`src/rtl/pool_ctrl_if.sv`:
```
// Signal bundle between pool_ctrl, the control/config registers, the pool unit and its buffers.
interface pool_ctrl_if #(
   parameter int MAX_BITS_POOL = 3,
   parameter int ROW_W         = 8,
   parameter int AW            = 10
) ();
   logic                     start;
   logic                     cfg_pool_en;
   logic [MAX_BITS_POOL-1:0] cfg_kernel_size;
   logic [ROW_W-1:0]         cfg_num_rows;
   logic [AW-1:0]            cfg_src_base;
   logic [AW-1:0]            cfg_dst_base;
   logic                     src_rd_en;
   logic [AW-1:0]            src_rd_addr;
   logic                     pool_enable;
   logic [MAX_BITS_POOL-1:0] pool_kernel_size;
   logic                     pool_in_valid;
   logic                     dst_wr_en;
   logic [AW-1:0]            dst_wr_addr;
   logic                     busy;
   logic                     done;
   logic                     cfg_err;

   modport master (
      output start, cfg_pool_en, cfg_kernel_size, cfg_num_rows, cfg_src_base, cfg_dst_base,
      input  src_rd_en, src_rd_addr, pool_enable, pool_kernel_size, pool_in_valid,
      input  dst_wr_en, dst_wr_addr, busy, done, cfg_err
   );

   modport slave (
      input  start, cfg_pool_en, cfg_kernel_size, cfg_num_rows, cfg_src_base, cfg_dst_base,
      output src_rd_en, src_rd_addr, pool_enable, pool_kernel_size, pool_in_valid,
      output dst_wr_en, dst_wr_addr, busy, done, cfg_err
   );
endinterface

```
`src/rtl/pool_ctrl.sv`:
```
// Pooling-stage sequencer: latches a config on start, issues one source read per row and
// writes each pooled (or bypassed) row to the destination buffer at a fixed pipeline delay.
module pool_ctrl #(
   parameter int MAX_BITS_POOL = 3,
   parameter int ROW_W         = 8,
   parameter int AW            = 10
) (
   input logic        clk,
   input logic        resetn,
   pool_ctrl_if.slave bus
);
   localparam logic [1:0] S_IDLE  = 2'd0;
   localparam logic [1:0] S_ISSUE = 2'd1;
   localparam logic [1:0] S_DRAIN = 2'd2;
   localparam logic [1:0] S_FIN   = 2'd3;

   function automatic logic kernel_legal(input logic [MAX_BITS_POOL-1:0] k);
      logic ok;
      case (k)
         MAX_BITS_POOL'(1), MAX_BITS_POOL'(2), MAX_BITS_POOL'(4): ok = 1'b1;
         default:                                                  ok = 1'b0;
      endcase
      return ok;
   endfunction

   logic [1:0]               state_r,          state_s;
   logic [ROW_W-1:0]         rem_r,            rem_s;
   logic                     pool_en_r,        pool_en_s;
   logic [MAX_BITS_POOL-1:0] kernel_r,         kernel_s;
   logic                     src_rd_en_r,      src_rd_en_s;
   logic [AW-1:0]            src_rd_addr_r,    src_rd_addr_s;
   logic                     pool_in_valid_r,  pool_in_valid_s;
   logic                     dst_wr_en_r,      dst_wr_en_s;
   logic [AW-1:0]            dst_wr_addr_r,    dst_wr_addr_s;
   logic                     busy_r,           busy_s;
   logic                     done_r,           done_s;
   logic                     cfg_err_r,        cfg_err_s;

   // Next-state and next-output computation for the sequencer.
   always_comb begin
      state_s       = state_r;
      rem_s         = rem_r;
      pool_en_s     = pool_en_r;
      kernel_s      = kernel_r;
      src_rd_en_s   = 1'b0;
      src_rd_addr_s = src_rd_addr_r;
      cfg_err_s     = 1'b0;
      // Writes are contiguous, so the address just advances after every write cycle.
      if (dst_wr_en_r) begin
         dst_wr_addr_s = dst_wr_addr_r + AW'(1);
      end else begin
         dst_wr_addr_s = dst_wr_addr_r;
      end
      case (state_r)
         S_IDLE: begin
            if (bus.start && bus.cfg_pool_en && !kernel_legal(bus.cfg_kernel_size)) begin
               cfg_err_s = 1'b1;
            end else if (bus.start) begin
               pool_en_s     = bus.cfg_pool_en;
               kernel_s      = bus.cfg_kernel_size;
               src_rd_addr_s = bus.cfg_src_base;
               dst_wr_addr_s = bus.cfg_dst_base;
               if (bus.cfg_num_rows == {ROW_W{1'b0}}) begin
                  state_s = S_FIN;
               end else begin
                  state_s     = S_ISSUE;
                  src_rd_en_s = 1'b1;
                  rem_s       = bus.cfg_num_rows - ROW_W'(1);
               end
            end else begin
               state_s = S_IDLE;
            end
         end
         S_ISSUE: begin
            // rem_r counts reads still to issue after the current one, so N=2^ROW_W-1 fits.
            if (rem_r == {ROW_W{1'b0}}) begin
               state_s = S_DRAIN;
            end else begin
               rem_s         = rem_r - ROW_W'(1);
               src_rd_en_s   = 1'b1;
               src_rd_addr_s = src_rd_addr_r + AW'(1);
            end
         end
         S_DRAIN: begin
            // Only pool mode has a row still behind the pool register when issue stops.
            if (pool_en_r && pool_in_valid_r) begin
               state_s = S_DRAIN;
            end else begin
               state_s = S_FIN;
            end
         end
         S_FIN: begin
            state_s = S_IDLE;
         end
         default: begin
            state_s = S_IDLE;
         end
      endcase
      pool_in_valid_s = src_rd_en_r;
      dst_wr_en_s     = pool_en_r ? pool_in_valid_r : src_rd_en_r;
      busy_s          = (state_s != S_IDLE);
      done_s          = (state_s == S_FIN);
   end

   // State and output registers with synchronous active-low reset.
   always_ff @(posedge clk) begin
      if (!resetn) begin
         state_r         <= S_IDLE;
         rem_r           <= {ROW_W{1'b0}};
         pool_en_r       <= 1'b0;
         kernel_r        <= {MAX_BITS_POOL{1'b0}};
         src_rd_en_r     <= 1'b0;
         src_rd_addr_r   <= {AW{1'b0}};
         pool_in_valid_r <= 1'b0;
         dst_wr_en_r     <= 1'b0;
         dst_wr_addr_r   <= {AW{1'b0}};
         busy_r          <= 1'b0;
         done_r          <= 1'b0;
         cfg_err_r       <= 1'b0;
      end else begin
         state_r         <= state_s;
         rem_r           <= rem_s;
         pool_en_r       <= pool_en_s;
         kernel_r        <= kernel_s;
         src_rd_en_r     <= src_rd_en_s;
         src_rd_addr_r   <= src_rd_addr_s;
         pool_in_valid_r <= pool_in_valid_s;
         dst_wr_en_r     <= dst_wr_en_s;
         dst_wr_addr_r   <= dst_wr_addr_s;
         busy_r          <= busy_s;
         done_r          <= done_s;
         cfg_err_r       <= cfg_err_s;
      end
   end

   assign bus.src_rd_en        = src_rd_en_r;
   assign bus.src_rd_addr      = src_rd_addr_r;
   assign bus.pool_enable      = pool_en_r;
   assign bus.pool_kernel_size = kernel_r;
   assign bus.pool_in_valid    = pool_in_valid_r;
   assign bus.dst_wr_en        = dst_wr_en_r;
   assign bus.dst_wr_addr      = dst_wr_addr_r;
   assign bus.busy             = busy_r;
   assign bus.done             = done_r;
   assign bus.cfg_err          = cfg_err_r;
endmodule

```
`src/flat_wrapper.sv`:
```
// flat-port wrapper written by rule: the top's interface ports become plain ports
module pool_ctrl_flat 
#(
   parameter int MAX_BITS_POOL = 3,
   parameter int ROW_W         = 8,
   parameter int AW            = 10
)
  (clk, resetn, bus_start, bus_cfg_pool_en, bus_cfg_kernel_size, bus_cfg_num_rows, bus_cfg_src_base, bus_cfg_dst_base, bus_src_rd_en, bus_src_rd_addr, bus_pool_enable, bus_pool_kernel_size, bus_pool_in_valid, bus_dst_wr_en, bus_dst_wr_addr, bus_busy, bus_done, bus_cfg_err);
  pool_ctrl_if #(.MAX_BITS_POOL(MAX_BITS_POOL), .ROW_W(ROW_W), .AW(AW)) bus_i ();
  input logic clk;
  input logic resetn;
  input wire logic [$bits(bus_i.start)-1:0] bus_start;
  input wire logic [$bits(bus_i.cfg_pool_en)-1:0] bus_cfg_pool_en;
  input wire logic [$bits(bus_i.cfg_kernel_size)-1:0] bus_cfg_kernel_size;
  input wire logic [$bits(bus_i.cfg_num_rows)-1:0] bus_cfg_num_rows;
  input wire logic [$bits(bus_i.cfg_src_base)-1:0] bus_cfg_src_base;
  input wire logic [$bits(bus_i.cfg_dst_base)-1:0] bus_cfg_dst_base;
  output wire logic [$bits(bus_i.src_rd_en)-1:0] bus_src_rd_en;
  output wire logic [$bits(bus_i.src_rd_addr)-1:0] bus_src_rd_addr;
  output wire logic [$bits(bus_i.pool_enable)-1:0] bus_pool_enable;
  output wire logic [$bits(bus_i.pool_kernel_size)-1:0] bus_pool_kernel_size;
  output wire logic [$bits(bus_i.pool_in_valid)-1:0] bus_pool_in_valid;
  output wire logic [$bits(bus_i.dst_wr_en)-1:0] bus_dst_wr_en;
  output wire logic [$bits(bus_i.dst_wr_addr)-1:0] bus_dst_wr_addr;
  output wire logic [$bits(bus_i.busy)-1:0] bus_busy;
  output wire logic [$bits(bus_i.done)-1:0] bus_done;
  output wire logic [$bits(bus_i.cfg_err)-1:0] bus_cfg_err;
  assign bus_i.start = bus_start;
  assign bus_i.cfg_pool_en = bus_cfg_pool_en;
  assign bus_i.cfg_kernel_size = bus_cfg_kernel_size;
  assign bus_i.cfg_num_rows = bus_cfg_num_rows;
  assign bus_i.cfg_src_base = bus_cfg_src_base;
  assign bus_i.cfg_dst_base = bus_cfg_dst_base;
  assign bus_src_rd_en = bus_i.src_rd_en;
  assign bus_src_rd_addr = bus_i.src_rd_addr;
  assign bus_pool_enable = bus_i.pool_enable;
  assign bus_pool_kernel_size = bus_i.pool_kernel_size;
  assign bus_pool_in_valid = bus_i.pool_in_valid;
  assign bus_dst_wr_en = bus_i.dst_wr_en;
  assign bus_dst_wr_addr = bus_i.dst_wr_addr;
  assign bus_busy = bus_i.busy;
  assign bus_done = bus_i.done;
  assign bus_cfg_err = bus_i.cfg_err;
  pool_ctrl #(.MAX_BITS_POOL(MAX_BITS_POOL), .ROW_W(ROW_W), .AW(AW)) u_core (.clk(clk), .resetn(resetn), .bus(bus_i));
endmodule
```
`config.mk`:
```
export PLATFORM = sky130hd
export DESIGN_NAME = pool_ctrl_flat
export DESIGN_NICKNAME = d
export VERILOG_FILES = /design/src/rtl/pool_ctrl_if.sv /design/src/rtl/pool_ctrl.sv /design/src/flat_wrapper.sv
export SDC_FILE = /design/constraint.sdc
export NUM_CORES = 1
export LEC_CHECK = 0
export CORE_MARGIN = 8
export CORE_UTILIZATION = 43
export DETAILED_ROUTE_END_ITERATION = 16
export PLACE_DENSITY_LB_ADDON = 0.08
export SKIP_CTS_REPAIR_TIMING = 1
export SYNTH_ARGS = -nofsm -noshare
export SYNTH_HDL_FRONTEND = slang
export SYNTH_SLANG_ARGS = --single-unit
```
`constraint.sdc`:
```
create_clock -name clk -period 2.4 [get_ports clk]
set_input_delay 0.24 -clock clk [delete_from_list [all_inputs] [get_ports clk]]
set_output_delay 0.24 -clock clk [all_outputs]
set_load 0.03 [all_outputs]
```
**Word level (Yosys, flattened, before mapping)**

Index checks and enable logic that the tools add are counted.

- Word-level logic and storage cells: 70
- Bits of input ports: 35
- Output and inout bits: 30
- Register bits: 40

- Equality and inequality tests: 11
- Bitwise gates (word level): 1
- Muxes and demuxes: 28
- Reduce and logical (&&, ||, !) cells: 14
- $add $sub $neg: 4

Operator list:

| cell | number |
|---|---|
| $mux 10 | 7 |
| $mux 8 | 4 |
| $add 10x1->10 const B | 2 |
| $pmux 10 s2 | 1 |
| $logic_not 8->1 | 2 |
| $pmux 8 s2 | 1 |
| $sub 8x1->8 const B | 2 |
| $mux 1 | 9 |
| $mux 2 | 4 |
| $ne 2x2->1 const B | 4 |
| $pmux 2 s4 | 1 |
| $eq 2x2->1 const B | 3 |
| $reduce_and 5->1 | 1 |
| $reduce_and 4->1 | 1 |
| $reduce_bool 2->1 | 2 |
| $eq 3x1->1 const B | 1 |
| $eq 3x2->1 const B | 1 |
| $eq 3x3->1 const B | 1 |
| $logic_and 1x1->1 | 3 |
| $reduce_and 3->1 | 1 |
| $reduce_or 3->1 | 1 |
| $eq 2x1->1 const B | 1 |
| $logic_not 2->1 | 1 |
| $pmux 1 s2 | 1 |
| other kinds (3) | 3 |

**Logic depth before layout (Yosys ltp)**

- Depth after elaboration: 9
- Mapped depth: 11
- Gate-level depth less buffers: 8

**Least setup slack after synthesis**

Ideal clock, no wire load.

- Kind: register to register
- Start: register u_core.state_r[0]
- End: register u_core.rem_r[4]
- Setup slack: 0.075 ns
- Period minus slack after synthesis: 2.325 ns
- Stages on the path, launching flop included: 12
- Path buffers: 3
- Library setup time: 0.132 ns
- Arrival time: 2.193 ns
- Data required time: 2.268 ns
- Path through: dfxtp_1 > buf_2 > nand2b_1 > buf_2 > clkbuf_1 > mux2i_1 > ha_1 > inv_1 > or3_1 > xnor2_1 > o211ai_1 > a21oi_1

- Longest elaborated chain between the ends: 3
- Elaborated cells between the ends (all ways): 9
- Those cells by class: 5 x eq/ne; 1 x mux; 3 x reduce/logical

Ends and longest elaborated chain:

| what | line | source |
|---|---|---|
| from (decl) | pool_ctrl.sv:26 | `logic [1:0] state_r, state_s;` |
| from (signal assigned) | pool_ctrl.sv:121 | `state_r <= state_s;` |
| $eq 2x1->1 / $logic_not 2->1 (equally long branches) | pool_ctrl.sv:54 | `case (state_r)` |
| $ne 2x2->1 (no line) / $reduce_bool 2->1 (equally long branches) | - |  |
| $reduce_and 5->1 (no line) | - |  |
| to (signal assigned) | pool_ctrl.sv:109 | `rem_r <= {ROW_W{1'b0}};` |
| to (signal assigned) | pool_ctrl.sv:122 | `rem_r <= rem_s;` |
| to (decl) | pool_ctrl.sv:27 | `logic [ROW_W-1:0] rem_r, rem_s;` |

Parallel ways exist; a longest one is shown, timed or not.
A chain may end at the register's enable or synchronous reset.

**Worst setup path in the final report**

- Start: register u_core.state_r[1]
- End: register u_core.rem_r[4]

The elaborated chain is that of the path after synthesis.

==> reports/metrics.yaml <==
final_layout:
  antennaDiodeCount: 0
  fin_util_pct: 60.9
  mostFrequentLayoutCell: "clkdlybuf4s50_1"
  syn_to_final_growth_pct: 38.8
  fin_area_um2: 3050
  drive_gt1_share_pct: 9.28
  fin_nets: 371
  final_cell_mix: "clkdlybuf4s50_1, dfxtp_1, nand2_1, a21oi_1, nor2_1"
floorplanning:
  fp-row-count: 26
  design.portCount: 65
  dieArea_um2: 7660
  core_region_area_um2: 5010
  die_h_um: 87.5
  initial_core_util_pct: 43.9
  die_w_um: 87.5
detailed_routing:
  avgViaCountPerCell: 5.36
  remaining_drc_errors: 0
  drtIter0Drc: 112
  ant_nets: 0
  wl_per_cell_um: 15.3
  vias: 2166
  firstDrtPassIters: 4
  finalWirelength_um: 6170
clock_network:
  tritoncts: "built"
  cts_sinks: 40
  clock_path_buffers: 2
  cts_made_buffers: 5
  clk_pin_slew_ps: 80
  clk_latency_ps: 300
  root_buffer: "clkbuf_8"
  htree_levels: 2
yosys:
  synth_area_leaders: "dfxtp_1, a21oi_1, nand2_1"
  async_flop_share_pct: 0
  synth_top_area_cell: "dfxtp_1"
  syn_area_per_cell_um2: 8.26
  ys_types: 51
  ys_warn_count: 0
  syn-num-nets: 304
  yosysSeqAreaShare_pct: 36.4
  synthFlopType: "dfxtp_1"
  netlist_instances: 266
  synth_top_cell_area_share_pct: 36.4
  netlist_area_um2: 2200
  synth_edf_count: 0
  ys_ff_latch: 40
min_path:
  hold_depth: 2
  min_to: "u_core.bus.pool_kernel_size[1]"
  hold_start: "u_core.bus.pool_kernel_size[1]"
  min_path_type: "reg2reg"
setup_path:
  slowest_stage: "dfxtp_1"
  worstPathCellList: "nand2b_1 > mux2i_1 > ha_1 > inv_1 > or3_1 > xnor2_1 > o211ai_1 > a21oi_1"
  crit_type: "reg2reg"
  critical_path.max_stage_delay_ps: 330
  reg2reg_to: "u_core.rem_r[4]"
  reg2reg_from: "u_core.state_r[1]"
  worstSetupEndpointType: "flip-flop"
  start_kind: "flip-flop"
  rrSetupSlack_ps: 300
  worstPathArrival_ps: 2230
  cp_max_fo: 5
  reg2regPathDepth: 8
  cp.required_ps: 2540
placement:
  place.detailed.hpwl_um: 4500
  place.gp.congestion: 0.893
  port_buffers: 64
  postPlaceCellArea_um2: 2940
pwr:
  p_total_w: 0.00321
  vdd_ir_drop_max_v: 0.000468
  seq_power_share_pct: 32.2
  p_per_area_nw_per_um2: 1050
  clock_power_share_pct: 17.6
  internal_power_w: 0.00185
  switching_share_pct: 42.4
  p_switching_w: 0.00136
  power_leakage_nw: 1.11
  p_comb_share_pct: 50.3
global_route:
  grt-ovfl-total: 0
  top_usage_layer: "met2"
  grt_pass1_wl_um: 9950
  grt_pass1_vias: 2095
  grt_usage_pct: 16.2
  antenna_found_initial: 0
  met1_usage_pct: 19.0
  use_met2_pct: 28.4
  gr-usage-met3_pct: 3.49
  grt_max_degree: 30
timing:
  post-route-period-util_pct: 87.4
  slew_headroom_pct: 30.6
  final-hold-violation-count: 0
  fmaxAchievable_mhz: 477
  finalSetupViolations: 0
  tightestPinTransition_ps: 1040
  rsz0062_at_grt: "no"
  fin_crit_ps: 2100
  finalSetupTns_ps: 0
  drv_slew: 0
  finalClockSkew_ps: 6.47
run_status:
  outcome: "finished clean"
run:
  drv_cap: 0
-- registers in the layout, summed over array words and instances (netlist names) --
register and flops:
u_core.bus.busy 1, u_core.bus.cfg_err 1, u_core.bus.done 1, u_core.bus.dst_wr_addr 10, u_core.bus.dst_wr_en 1, u_core.bus.pool_enable 1, u_core.bus.pool_in_valid 1, u_core.bus.pool_kernel_size 3
u_core.bus.src_rd_addr 10, u_core.bus.src_rd_en 1, u_core.rem_r 8, u_core.state_r 2
-- cell usage after synthesis, types with 3 or more instances --
cell type  number
inv_1           4
nor3_1          8
dfxtp_1        40
o21ai_0         6
or4_1           3
nor3b_1         3
ha_1            3
nor2_1         27
mux2i_1         6
a211oi_1       12
clkbuf_1       11
nand4_1         3
nand2_1        36
o32ai_2         3
xor2_1          3
nand3_1         7
and3_1          5
o221a_1         3
xnor2_1        11
a21oi_1        30
o211ai_1        4
nand2b_1        4
-- power by group through the flow --
| stage | sequential [W] | clock (W) | combinational [W] |
|---|---|---|---|
| CTS | 0.00103 | 0.000574 | 0.00163 |
| detailed placement | 0.00104 | 0 | 0.00162 |
| floorplan | 0.00123 | 0 | 0.000874 |
| global placement | 0.00104 | 0 | 0.00160 |
| global route | 0.00106 | 0.000601 | 0.00175 |
| finish | 0.00103 | 0.000564 | 0.00161 |
-- worst max path at each step --
| stage | from | endpoint | slack, ps | cells after the start |
|---|---|---|---|---|
| finish | u_core.state_r[1] | u_core.rem_r[4] | 300 | 8 |
| global route | u_core.state_r[1] | u_core.rem_r[4] | 140 | 8 |
| CTS | u_core.state_r[1] | u_core.rem_r[4] | 300 | 8 |
| detailed placement | bus_cfg_num_rows[4] | u_core.rem_r[6] | 220 | 6 |
| global placement | bus_cfg_num_rows[4] | u_core.rem_r[6] | 250 | 6 |
| floorplan | u_core.state_r[0] | u_core.rem_r[4] | 80 | 11 |
-- cell type report --
class | count | area (um^2)
clock buffer | 5 | 68.8
clock inverter | 3 | 42.5
fill | 497 | 1960
inverter | 4 | 15.0
multi-input combinational | 208 | 1320
sequential | 40 | 801
tap | 70 | 87.6
timing repair buffer | 74 | 716
-- worst max-delay path: cells and delay by family (launching register included) --
family	cells	cell delay (ps)
adders and majority gates	1	240
and+or+nand+nor	2	620
buffers and inverters	1	100
muxes	1	280
xor gates and xnor gates	1	130
AOI/OAI and AO/OA	2	240
DFF	1	330
-- metrics by stage --
| step | instances | setup WS [ps] | hold slack [ps] |
|---|---|---|---|
| global route | 404 | 138 | 493 |
| detailed placement | 396 | 216 | 447 |
| finish | 404 | 303 | 457 |
| CTS | 404 | 296 | 459 |
| floorplan | 266 | 75.3 | 355 |
| global placement | 396 | 250 | 441 |
-- per-layer routing --
layer | vias up | wire (um)
met5 | - | 0
li1 | 1096 | -
met2 | 55 | 3100
met4 | 0 | 55
met3 | 5 | 345
met1 | 1010 | 2660
-- cells by family (layout without fill, tap and decap cells) --
logic type | count (synthesis) | count (layout) | synth area share (%)
buffers and inverters | 18 | 86 | 3.53
XOR/XNOR | 15 | 15 | 6.32
adder cells (fa/ha/maj) | 3 | 3 | 1.71
multiplexers | 6 | 6 | 2.73
AND/OR/NAND/NOR | 107 | 107 | 23.5
flip-flops | 40 | 40 | 36.4
AO/OA/AOI/OAI | 77 | 77 | 25.8
(Power assumes the default switching activity.)
